--- src/rtl/bg_fetch_sched_if.sv ---
// Port bundle for bg_fetch_sched: two burst requesters, the bias ROM
// address/data pair and the registered row-word output stream.
interface bg_fetch_sched_if #(
    parameter int D_WL      = 24,
    parameter int UNITS_NUM = 5,
    parameter int AW        = 8,
    parameter int LW        = 4
);
    logic                      req0;
    logic [AW-1:0]             base0;
    logic [LW-1:0]             len0;
    logic                      req1;
    logic [AW-1:0]             base1;
    logic [LW-1:0]             len1;
    logic                      gnt0;
    logic                      gnt1;
    logic [AW-1:0]             bb_addr;
    logic [UNITS_NUM*D_WL-1:0] bb_w;
    logic [UNITS_NUM*D_WL-1:0] out_data;
    logic                      out_valid;
    logic                      out_ready;
    logic                      out_id;
    logic                      out_last;
    logic                      busy;
    logic                      err;

    // master = requesters, ROM and consumer side; slave = the scheduler
    modport master (
        output req0, base0, len0, req1, base1, len1, bb_w, out_ready,
        input  gnt0, gnt1, bb_addr, out_data, out_valid, out_id, out_last, busy, err
    );

    modport slave (
        input  req0, base0, len0, req1, base1, len1, bb_w, out_ready,
        output gnt0, gnt1, bb_addr, out_data, out_valid, out_id, out_last, busy, err
    );
endinterface

--- src/rtl/bg_fetch_sched.sv ---
// Round-robin burst scheduler sharing the combinational bias ROM between two
// LSTM gate-compute requesters; streams rows out through a registered valid/ready port.
//
// state | meaning
// IDLE  | waiting for a request; selects, grants and checks legality
// BURST | driving bb_addr=cur and loading one row per accepted beat
// DRAIN | last beat loaded, waiting for its acceptance
module bg_fetch_sched #(
    parameter int D_WL      = 24,
    parameter int UNITS_NUM = 5,
    parameter int ROWS      = 6,
    parameter int AW        = 8,
    parameter int LW        = 4
) (
    input  logic             clk,
    input  logic             rst,
    bg_fetch_sched_if.slave  bus
);
    localparam int RW = UNITS_NUM * D_WL;
    localparam int SW = AW + LW + 1;
    localparam logic [SW-1:0] ROWS_W = SW'(ROWS);

    typedef enum logic [1:0] {IDLE, BURST, DRAIN} state_t;

    state_t        state_q, state_d;
    logic [AW-1:0] cur_q;
    logic [LW-1:0] rem_q;
    logic          id_q;
    logic          rr_q;

    logic          sel_valid;
    logic          sel_tie;
    logic          sel_id;
    logic [AW-1:0] sel_base;
    logic [LW-1:0] sel_len;
    logic [SW-1:0] sel_end;
    logic          legal;
    logic          load;
    logic          accept;
    logic [RW-1:0] row_d;

    assign sel_valid = bus.req0 | bus.req1;
    assign sel_tie   = bus.req0 & bus.req1;
    // on a tie the requester that did not win last time goes first
    assign sel_id    = sel_tie ? ~rr_q : bus.req1;
    assign sel_base  = sel_id ? bus.base1 : bus.base0;
    assign sel_len   = sel_id ? bus.len1 : bus.len0;
    assign sel_end   = SW'(sel_base) + SW'(sel_len);
    assign legal     = (sel_len != '0) && (sel_end <= ROWS_W);

    assign load      = (state_q == BURST) && (!bus.out_valid || bus.out_ready);
    assign accept    = bus.out_valid && bus.out_ready;
    assign row_d     = bus.bb_w;

    assign bus.bb_addr = (state_q == BURST) ? cur_q : '0;
    assign bus.busy    = (state_q != IDLE);

    always_ff @(posedge clk or posedge rst) begin
        if (rst) state_q <= IDLE;
        else     state_q <= state_d;
    end

    always_comb begin
        state_d = state_q;
        unique case (state_q)
            IDLE:    if (sel_valid && legal) state_d = BURST;
            BURST:   if (load && rem_q == LW'(1)) state_d = DRAIN;
            DRAIN:   if (accept) state_d = IDLE;
            default: state_d = IDLE;
        endcase
    end

    always_ff @(posedge clk or posedge rst) begin
        if (rst) begin
            cur_q         <= '0;
            rem_q         <= '0;
            id_q          <= 1'b0;
            rr_q          <= 1'b1;
            bus.gnt0      <= 1'b0;
            bus.gnt1      <= 1'b0;
            bus.err       <= 1'b0;
            bus.out_data  <= '0;
            bus.out_valid <= 1'b0;
            bus.out_id    <= 1'b0;
            bus.out_last  <= 1'b0;
        end else begin
            bus.gnt0 <= 1'b0;
            bus.gnt1 <= 1'b0;
            bus.err  <= 1'b0;
            if (state_q == IDLE && sel_valid) begin
                bus.gnt0 <= ~sel_id;
                bus.gnt1 <= sel_id;
                bus.err  <= ~legal;
                cur_q    <= sel_base;
                rem_q    <= sel_len;
                id_q     <= sel_id;
                if (sel_tie) rr_q <= sel_id;
            end
            if (load) begin
                bus.out_data  <= row_d;
                bus.out_valid <= 1'b1;
                bus.out_id    <= id_q;
                bus.out_last  <= (rem_q == LW'(1));
                cur_q         <= cur_q + AW'(1);
                rem_q         <= rem_q - LW'(1);
            end else if (state_q == DRAIN && accept) begin
                bus.out_valid <= 1'b0;
                bus.out_last  <= 1'b0;
            end
        end
    end
endmodule

--- src/flat_wrapper.sv ---
// flat-port wrapper written by rule: the top's interface ports become plain ports
module bg_fetch_sched_flat 
#(
    parameter int D_WL      = 24,
    parameter int UNITS_NUM = 5,
    parameter int ROWS      = 6,
    parameter int AW        = 8,
    parameter int LW        = 4
)
  (clk, rst, bus_req0, bus_base0, bus_len0, bus_req1, bus_base1, bus_len1, bus_bb_w, bus_out_ready, bus_gnt0, bus_gnt1, bus_bb_addr, bus_out_data, bus_out_valid, bus_out_id, bus_out_last, bus_busy, bus_err);
  bg_fetch_sched_if #(.D_WL(D_WL), .UNITS_NUM(UNITS_NUM), .AW(AW), .LW(LW)) bus_i ();
  input  logic clk;
  input  logic rst;
  input wire logic [$bits(bus_i.req0)-1:0] bus_req0;
  input wire logic [$bits(bus_i.base0)-1:0] bus_base0;
  input wire logic [$bits(bus_i.len0)-1:0] bus_len0;
  input wire logic [$bits(bus_i.req1)-1:0] bus_req1;
  input wire logic [$bits(bus_i.base1)-1:0] bus_base1;
  input wire logic [$bits(bus_i.len1)-1:0] bus_len1;
  input wire logic [$bits(bus_i.bb_w)-1:0] bus_bb_w;
  input wire logic [$bits(bus_i.out_ready)-1:0] bus_out_ready;
  output wire logic [$bits(bus_i.gnt0)-1:0] bus_gnt0;
  output wire logic [$bits(bus_i.gnt1)-1:0] bus_gnt1;
  output wire logic [$bits(bus_i.bb_addr)-1:0] bus_bb_addr;
  output wire logic [$bits(bus_i.out_data)-1:0] bus_out_data;
  output wire logic [$bits(bus_i.out_valid)-1:0] bus_out_valid;
  output wire logic [$bits(bus_i.out_id)-1:0] bus_out_id;
  output wire logic [$bits(bus_i.out_last)-1:0] bus_out_last;
  output wire logic [$bits(bus_i.busy)-1:0] bus_busy;
  output wire logic [$bits(bus_i.err)-1:0] bus_err;
  assign bus_i.req0 = bus_req0;
  assign bus_i.base0 = bus_base0;
  assign bus_i.len0 = bus_len0;
  assign bus_i.req1 = bus_req1;
  assign bus_i.base1 = bus_base1;
  assign bus_i.len1 = bus_len1;
  assign bus_i.bb_w = bus_bb_w;
  assign bus_i.out_ready = bus_out_ready;
  assign bus_gnt0 = bus_i.gnt0;
  assign bus_gnt1 = bus_i.gnt1;
  assign bus_bb_addr = bus_i.bb_addr;
  assign bus_out_data = bus_i.out_data;
  assign bus_out_valid = bus_i.out_valid;
  assign bus_out_id = bus_i.out_id;
  assign bus_out_last = bus_i.out_last;
  assign bus_busy = bus_i.busy;
  assign bus_err = bus_i.err;
  bg_fetch_sched #(.D_WL(D_WL), .UNITS_NUM(UNITS_NUM), .ROWS(ROWS), .AW(AW), .LW(LW)) u_core (.clk(clk), .rst(rst), .bus(bus_i));
endmodule
--- config.mk ---
export PLATFORM = sky130hd
export DESIGN_NAME = bg_fetch_sched_flat
export DESIGN_NICKNAME = d
export VERILOG_FILES = /design/src/rtl/bg_fetch_sched_if.sv /design/src/rtl/bg_fetch_sched.sv /design/src/flat_wrapper.sv
export SDC_FILE = /design/constraint.sdc
export NUM_CORES = 1
export LEC_CHECK = 0
export CORE_UTILIZATION = 40
export CTS_CLUSTER_SIZE = 20
export DETAILED_ROUTE_END_ITERATION = 7
export GPL_ROUTABILITY_DRIVEN = 1
export PLACE_DENSITY_LB_ADDON = 0.08
export SYNTH_ARGS = -nofsm -noshare
export SYNTH_HDL_FRONTEND = slang
export SYNTH_SLANG_ARGS = --single-unit
--- constraint.sdc ---
create_clock -name clk -period 5.9 [get_ports clk]
set_input_delay 0.885 -clock clk [delete_from_list [all_inputs] [get_ports clk]]
set_output_delay 0.885 -clock clk [all_outputs]
set_load 0.01 [all_outputs]
### Word-level counts from Yosys, hierarchy flattened

Cells that the tools add are included.

* register bits after elaboration: 142
* latch bits: 0
* RAM bits: 0
* ROM bits: 0
* logic and storage cells: 61
* memories kept: 0

* add/subtract/negate cells: 3
* multiply operators: 0
* div/mod/pow operators: 0
* magnitude comparators: 1
* equality and inequality tests: 6
* shift-type cells: 0
* muxes and demuxes: 18
* bitwise operators: 5
* reduce and logical (&&, ||, !) cells: 16

Operators with widths (number)
* $mux W8: 4
* $le A13 B3 Y1 const B: 1
* $mux W4: 3
* $add A8 B4 Y9: 1
* $add A8 B1 Y8 const B: 1
* $logic_and A1 B1 Y1: 7
* $mux W1: 7
* $mux W2: 3
* $pmux W2 S3: 1
* $reduce_bool A2 Y1: 3
* $eq A4 B1 Y1 const B: 1
* $ne A2 B1 Y1 const B: 2
* $reduce_bool A4 Y1: 1
* $sub A4 B1 Y4 const B: 1
* $not A1 Y1: 3
* $reduce_and A3 Y1: 1
* $eq A2 B1 Y1 const B: 1
* $eq A2 B2 Y1 const B: 1
* $logic_not A2 Y1: 1
* $ne A2 B2 Y1 const B: 1
* $reduce_and A2 Y1: 1
* $and A1 B1 Y1: 1
* $logic_not A1 Y1: 1
* $logic_or A1 B1 Y1: 1
* $or A1 B1 Y1: 1

### Longest topological paths before layout

* word-level depth: 9
* mapped depth: 10
* gate-level depth less buffers: 9

### Least setup slack after synthesis

No wires, ideal clock.

* path type: input port to flip-flop
* start point: in bus_req1
* end point: reg u_core.state_q[0]
* arrival time: 2.985 ns
* path slack: 2.849 ns
* stages: 10
* cell sequence: a21boi_4 buf_6 buf_4 mux2_2 ha_1 a21oi_1 or3_1 a31oi_1 a2111oi_1 a31o_1

* word-level cells in the longest chain between the ends: 9
* elaborated cells between the ends (all ways): 12
* those cells by class: add/sub (1); order compare (1); eq/ne (1); mux (3); bitwise (2); reduce/logical (4)

Ends and longest elaborated chain
* start: declaration: RTL line flat_wrapper.sv:17 `input wire logic [$bits(bus_i.req1)-1:0] bus_req1;`
* $and A1 B1 Y1: RTL line bg_fetch_sched.sv:43 `assign sel_tie = bus.req0 & bus.req1;`
* $mux W1: RTL line bg_fetch_sched.sv:45 `assign sel_id = sel_tie ? ~rr_q : bus.req1;`
* $mux W8 or $mux W4 (tied branches): RTL line bg_fetch_sched.sv:46, bg_fetch_sched.sv:47
* $add A8 B4 Y9: RTL line bg_fetch_sched.sv:48 `assign sel_end = SW'(sel_base) + SW'(sel_len);`
* $le A13 B3 Y1: RTL line bg_fetch_sched.sv:49 `assign legal = (sel_len != '0) && (sel_end <= ROWS_W);`
* $logic_and A1 B1 Y1: RTL line bg_fetch_sched.sv:49
* $logic_and A1 B1 Y1 *: RTL line bg_fetch_sched.sv:66 `IDLE: if (sel_valid && legal) state_d = BURST;`
* $ne A2 B1 Y1 (no source line) *
* $reduce_and A3 Y1 (no source line) *
* end signal: assignment: RTL line bg_fetch_sched.sv:60 `else state_q <= state_d;`
* end: declaration: RTL line bg_fetch_sched.sv:25 `state_t state_q, state_d;`

Every way passes the cells marked *; elsewhere a longest branch is shown, timed or not.
A chain may end at the register's enable or synchronous reset.

### Worst setup path in the final report

Same ends and word-level chain as after synthesis.

==> results_dict.tcl <==
set metrics [dict create \
    status "complete, no violations" \
    wl_met1_um 7290 \
    synth_area_per_cell_um2 8.99 \
    cts_setup_buffers 0 \
    yosysUniqueCellTypes 50 \
    grt_first_pass_wirelength_um 28800 \
    crit_buf_inv 2 \
    max_stage_delay_ps 560 \
    maxUsedRoutingLayer "met4" \
    syn_inst 666 \
    antenna_found_initial 1 \
    first_iter_violations 350 \
    switching_share_pct 34.4 \
    critical-path-top-delay-family "compound AO/OA/AOI/OAI gates" \
    ctsLongestPathBuffers 2 \
    dieArea_um2 15500 \
    grt_overflow 0 \
    hold_path_class "register to register" \
    postCtsResizedCells 0 \
    fp.dieW_um 124 \
    synth_compound_area_share_pct 5.10 \
    crit_fanout 21 \
    pwr-share-seq_pct 34.7 \
    layout.nets 1098 \
    io_pins 284 \
    routed_wl_um 17500 \
    worstPathRequired_ps 6250 \
    hold_slack_ps 468 \
    vias 5469 \
    crit_slowest_cell "a21boi_4" \
    power_density_nw_per_um2 520 \
    synth-seq-area-share_pct 59.4 \
    htree_levels 4 \
    clock-sinks 142 \
    tightestPinTransition_ps 904 \
    muxShareOfSynthArea_pct 1.96 \
    ys_warn_count 0 \
    fin_skew_ps 8.05 \
    cp-end-kind "register" \
    yosys.area_share.adder_pct 1.76 \
    setup_viol 0 \
    fmax_mhz 276 \
    area_growth_pct 59.0 \
    hold_buffers 0 \
    stdcell_count 1139 \
    crit_chain "clkdlybuf4s50_1, a21boi_4, mux2_2, ha_1, fa_1, inv_1, a211oi_1, nand4b_1, a32oi_1, a31o_1" \
    wl_met3_um 1220 \
    multi_input_area_um2 2240 \
    p_sw_mw 1.70 \
    tns_ps 0 \
    fillers 1161 \
    grt_pass1_vias 5547 \
    slew-limit-headroom_pct 39.7 \
    synth_top_family_by_area "simple AND/OR/NAND/NOR gates" \
    finalCritPeriodShare_pct 61.3 \
    hold_viol_final 0 \
    ant_nets 0 \
    synthesis.area_um2 5990 \
    p_leak_nw 4.56 \
    clkTransAtPathRegs_ps 60 \
    grt_use_total_pct 23.6 \
    fp.dieH_um 124 \
    rows 44 \
    synth-async-reset-ratio_pct 100 \
    synth_edf_count 0 \
    hpwl_um 12600 \
    synthXorXnorAreaFrac_pct 0.878 \
    synth_nets 822 \
    core_area_um2 14600 \
    place_inst 1107 \
    synth_ff_type "dfrtp_1" \
    cts_tree "built" \
    gp_congestion 0.827 \
    grt_max_degree 94 \
    ir_drop_mv 0.259 \
    firstDrtPassIters 6 \
    power.total_mw 4.95 \
    rsz0062_at_grt "no" \
    synth-seq-cells 142 \
    fin_crit_ps 3620 \
    internal_power_mw 3.25 \
    crit_type "primary input to register" \
    viasPerCell 4.80 \
    cts_made_buffers 17 \
    drcViolationCount 0 \
    slew_viol_final 0 \
    cp.arrival_ps 3970 \
    clockPowerShare_pct 21.1 \
    cap_violations 0 \
    root_buffer "clkbuf_16" \
    regArea_um2 3550 \
    wl_met2_um 8490 \
    start_util_pct 41.0 \
    synth-simple-area-share_pct 27.6 \
    startpoint_type "primary input" \
    routedWlPerCell_um 15.4 \
    drive_above_1_share_pct 4.93 \
    combPwrFrac_pct 44.2 \
    final_util_pct 65.3 \
    port_buffers 283 \
    clk-insertion-delay-late_ps 410 \
]
-- kinds of logic (layout without fill, tap and decap cells) --
group | Yosys count | in the layout
other | 0 | 1
XOR/XNOR | 6 | 6
buffers and inverters | 41 | 329
adder cells (fa/ha/maj) | 8 | 8
multiplexers | 11 | 11
AND/OR/NAND/NOR | 416 | 416
flip-flops | 142 | 142
AO/OA/AOI/OAI | 42 | 42
-- final timing paths --
path | from | end | slack (ps) | depth (start not counted)
setup / recovery | bus_req1 | u_core.state_q[0] | 2280 | 10
hold / removal | u_core.bus.out_data[110] | u_core.bus.out_data[110] | 470 | 2
setup reg to reg | u_core.rr_q | u_core.state_q[0] | 2930 | 9
hold reg to reg | u_core.bus.out_data[110] | u_core.bus.out_data[110] | 470 | 2
max in group asynchronous | rst | u_core.bus.out_data[94] | 3690 | 3
min in group asynchronous | rst | u_core.bus.out_data[81] | 1010 | 2
-- state kept, by name, indices dropped and copies added, names as in the netlist --
signal / cells
u_core.bus.err: 1
u_core.bus.gnt0: 1
u_core.bus.gnt1: 1
u_core.bus.out_data: 120
u_core.bus.out_id: 1
u_core.bus.out_last: 1
u_core.bus.out_valid: 1
u_core.cur_q: 8
u_core.id_q: 1
u_core.rem_q: 4
u_core.rr_q: 1
u_core.state_q: 2
-- routing by layer --
metal / global-route usage, % / up-vias
li1: - / 2655
met4: 10.3 / 0
met3: 7.09 / 41
met2: 39.2 / 221
met1: 28.2 / 2552
met5: 0 / -
-- metrics by stage --
step                      cell area (µm²)  worst slack (ps)
after floorplan                      5990              1210
after global placement               8940              2100
after detailed placement             8940              1920
after CTS                            9520              2350
after global routing                 9520              2110
final                                9520              2280
-- Yosys cell counts, types with 3 or more instances --
| cell type | n | area share (%) |
|---|---|---|
| a211oi_1 | 3 | 0.38 |
| a21oi_1 | 9 | 0.75 |
| a31oi_1 | 3 | 0.31 |
| and2_1 | 9 | 0.94 |
| and3_1 | 3 | 0.31 |
| buf_2 | 27 | 2.3 |
| dfrtp_1 | 141 | 59 |
| ha_1 | 6 | 1.3 |
| inv_1 | 10 | 0.63 |
| mux2_2 | 6 | 1.1 |
| mux2i_1 | 5 | 0.84 |
| nand2_1 | 374 | 23 |
| nand3_1 | 3 | 0.25 |
| nor2_1 | 11 | 0.69 |
| nor4_1 | 3 | 0.31 |
| o21ai_0 | 7 | 0.58 |
| xor2_1 | 5 | 0.73 |
-- cell usage in the layout, fill, tap and decap left out, types with 2 or more instances in the layout --
master / count
o221ai_1: 2
a211oi_1: 3
and3_1: 3
dfrtp_1: 141
a221o_1: 2
ha_1: 6
a31o_2: 2
inv_1: 9
clkbuf_16: 17
o21ai_0: 7
clkdlybuf4s50_1: 283
and2_1: 9
or3_1: 2
nand4_1: 2
nor2_1: 11
mux2_2: 6
a31oi_1: 3
nor2b_1: 2
nand2_1: 374
nand3_1: 3
buf_4: 5
bufinv_16: 2
clkbuf_1: 4
clkbuf_8: 4
nor4_1: 3
or4_1: 2
xor2_1: 5
mux2i_1: 5
a21oi_1: 9
clkinv_2: 3
-- final cells by class --
class	count	share of cell area, %
Sequential cell	142	37.3
Timing Repair Buffer	288	30.1
Multi-Input combinational cell	483	23.6
Clock buffer	25	5.20
Tap cell	184	2.42
Clock inverter	6	0.867
Inverter	10	0.447
Antenna cell	1	0.0263
-- power by group through the flow --
stage	Sequential [mW]	Combinational [mW]	Clock (mW)
floorplan	1.90	0.796	0
global placement	1.71	2.17	0
detailed placement	1.73	2.21	0
CTS	1.72	2.22	1.06
global route	1.78	2.40	1.11
finish	1.72	2.19	1.04
-- worst min-delay path, delay by kind of cell (launching register included) --
family           cells  cell delay (ps)
flip-flops           1              330
AND/OR/NAND/NOR      2              100
Power figures use the tool's default switching activity.
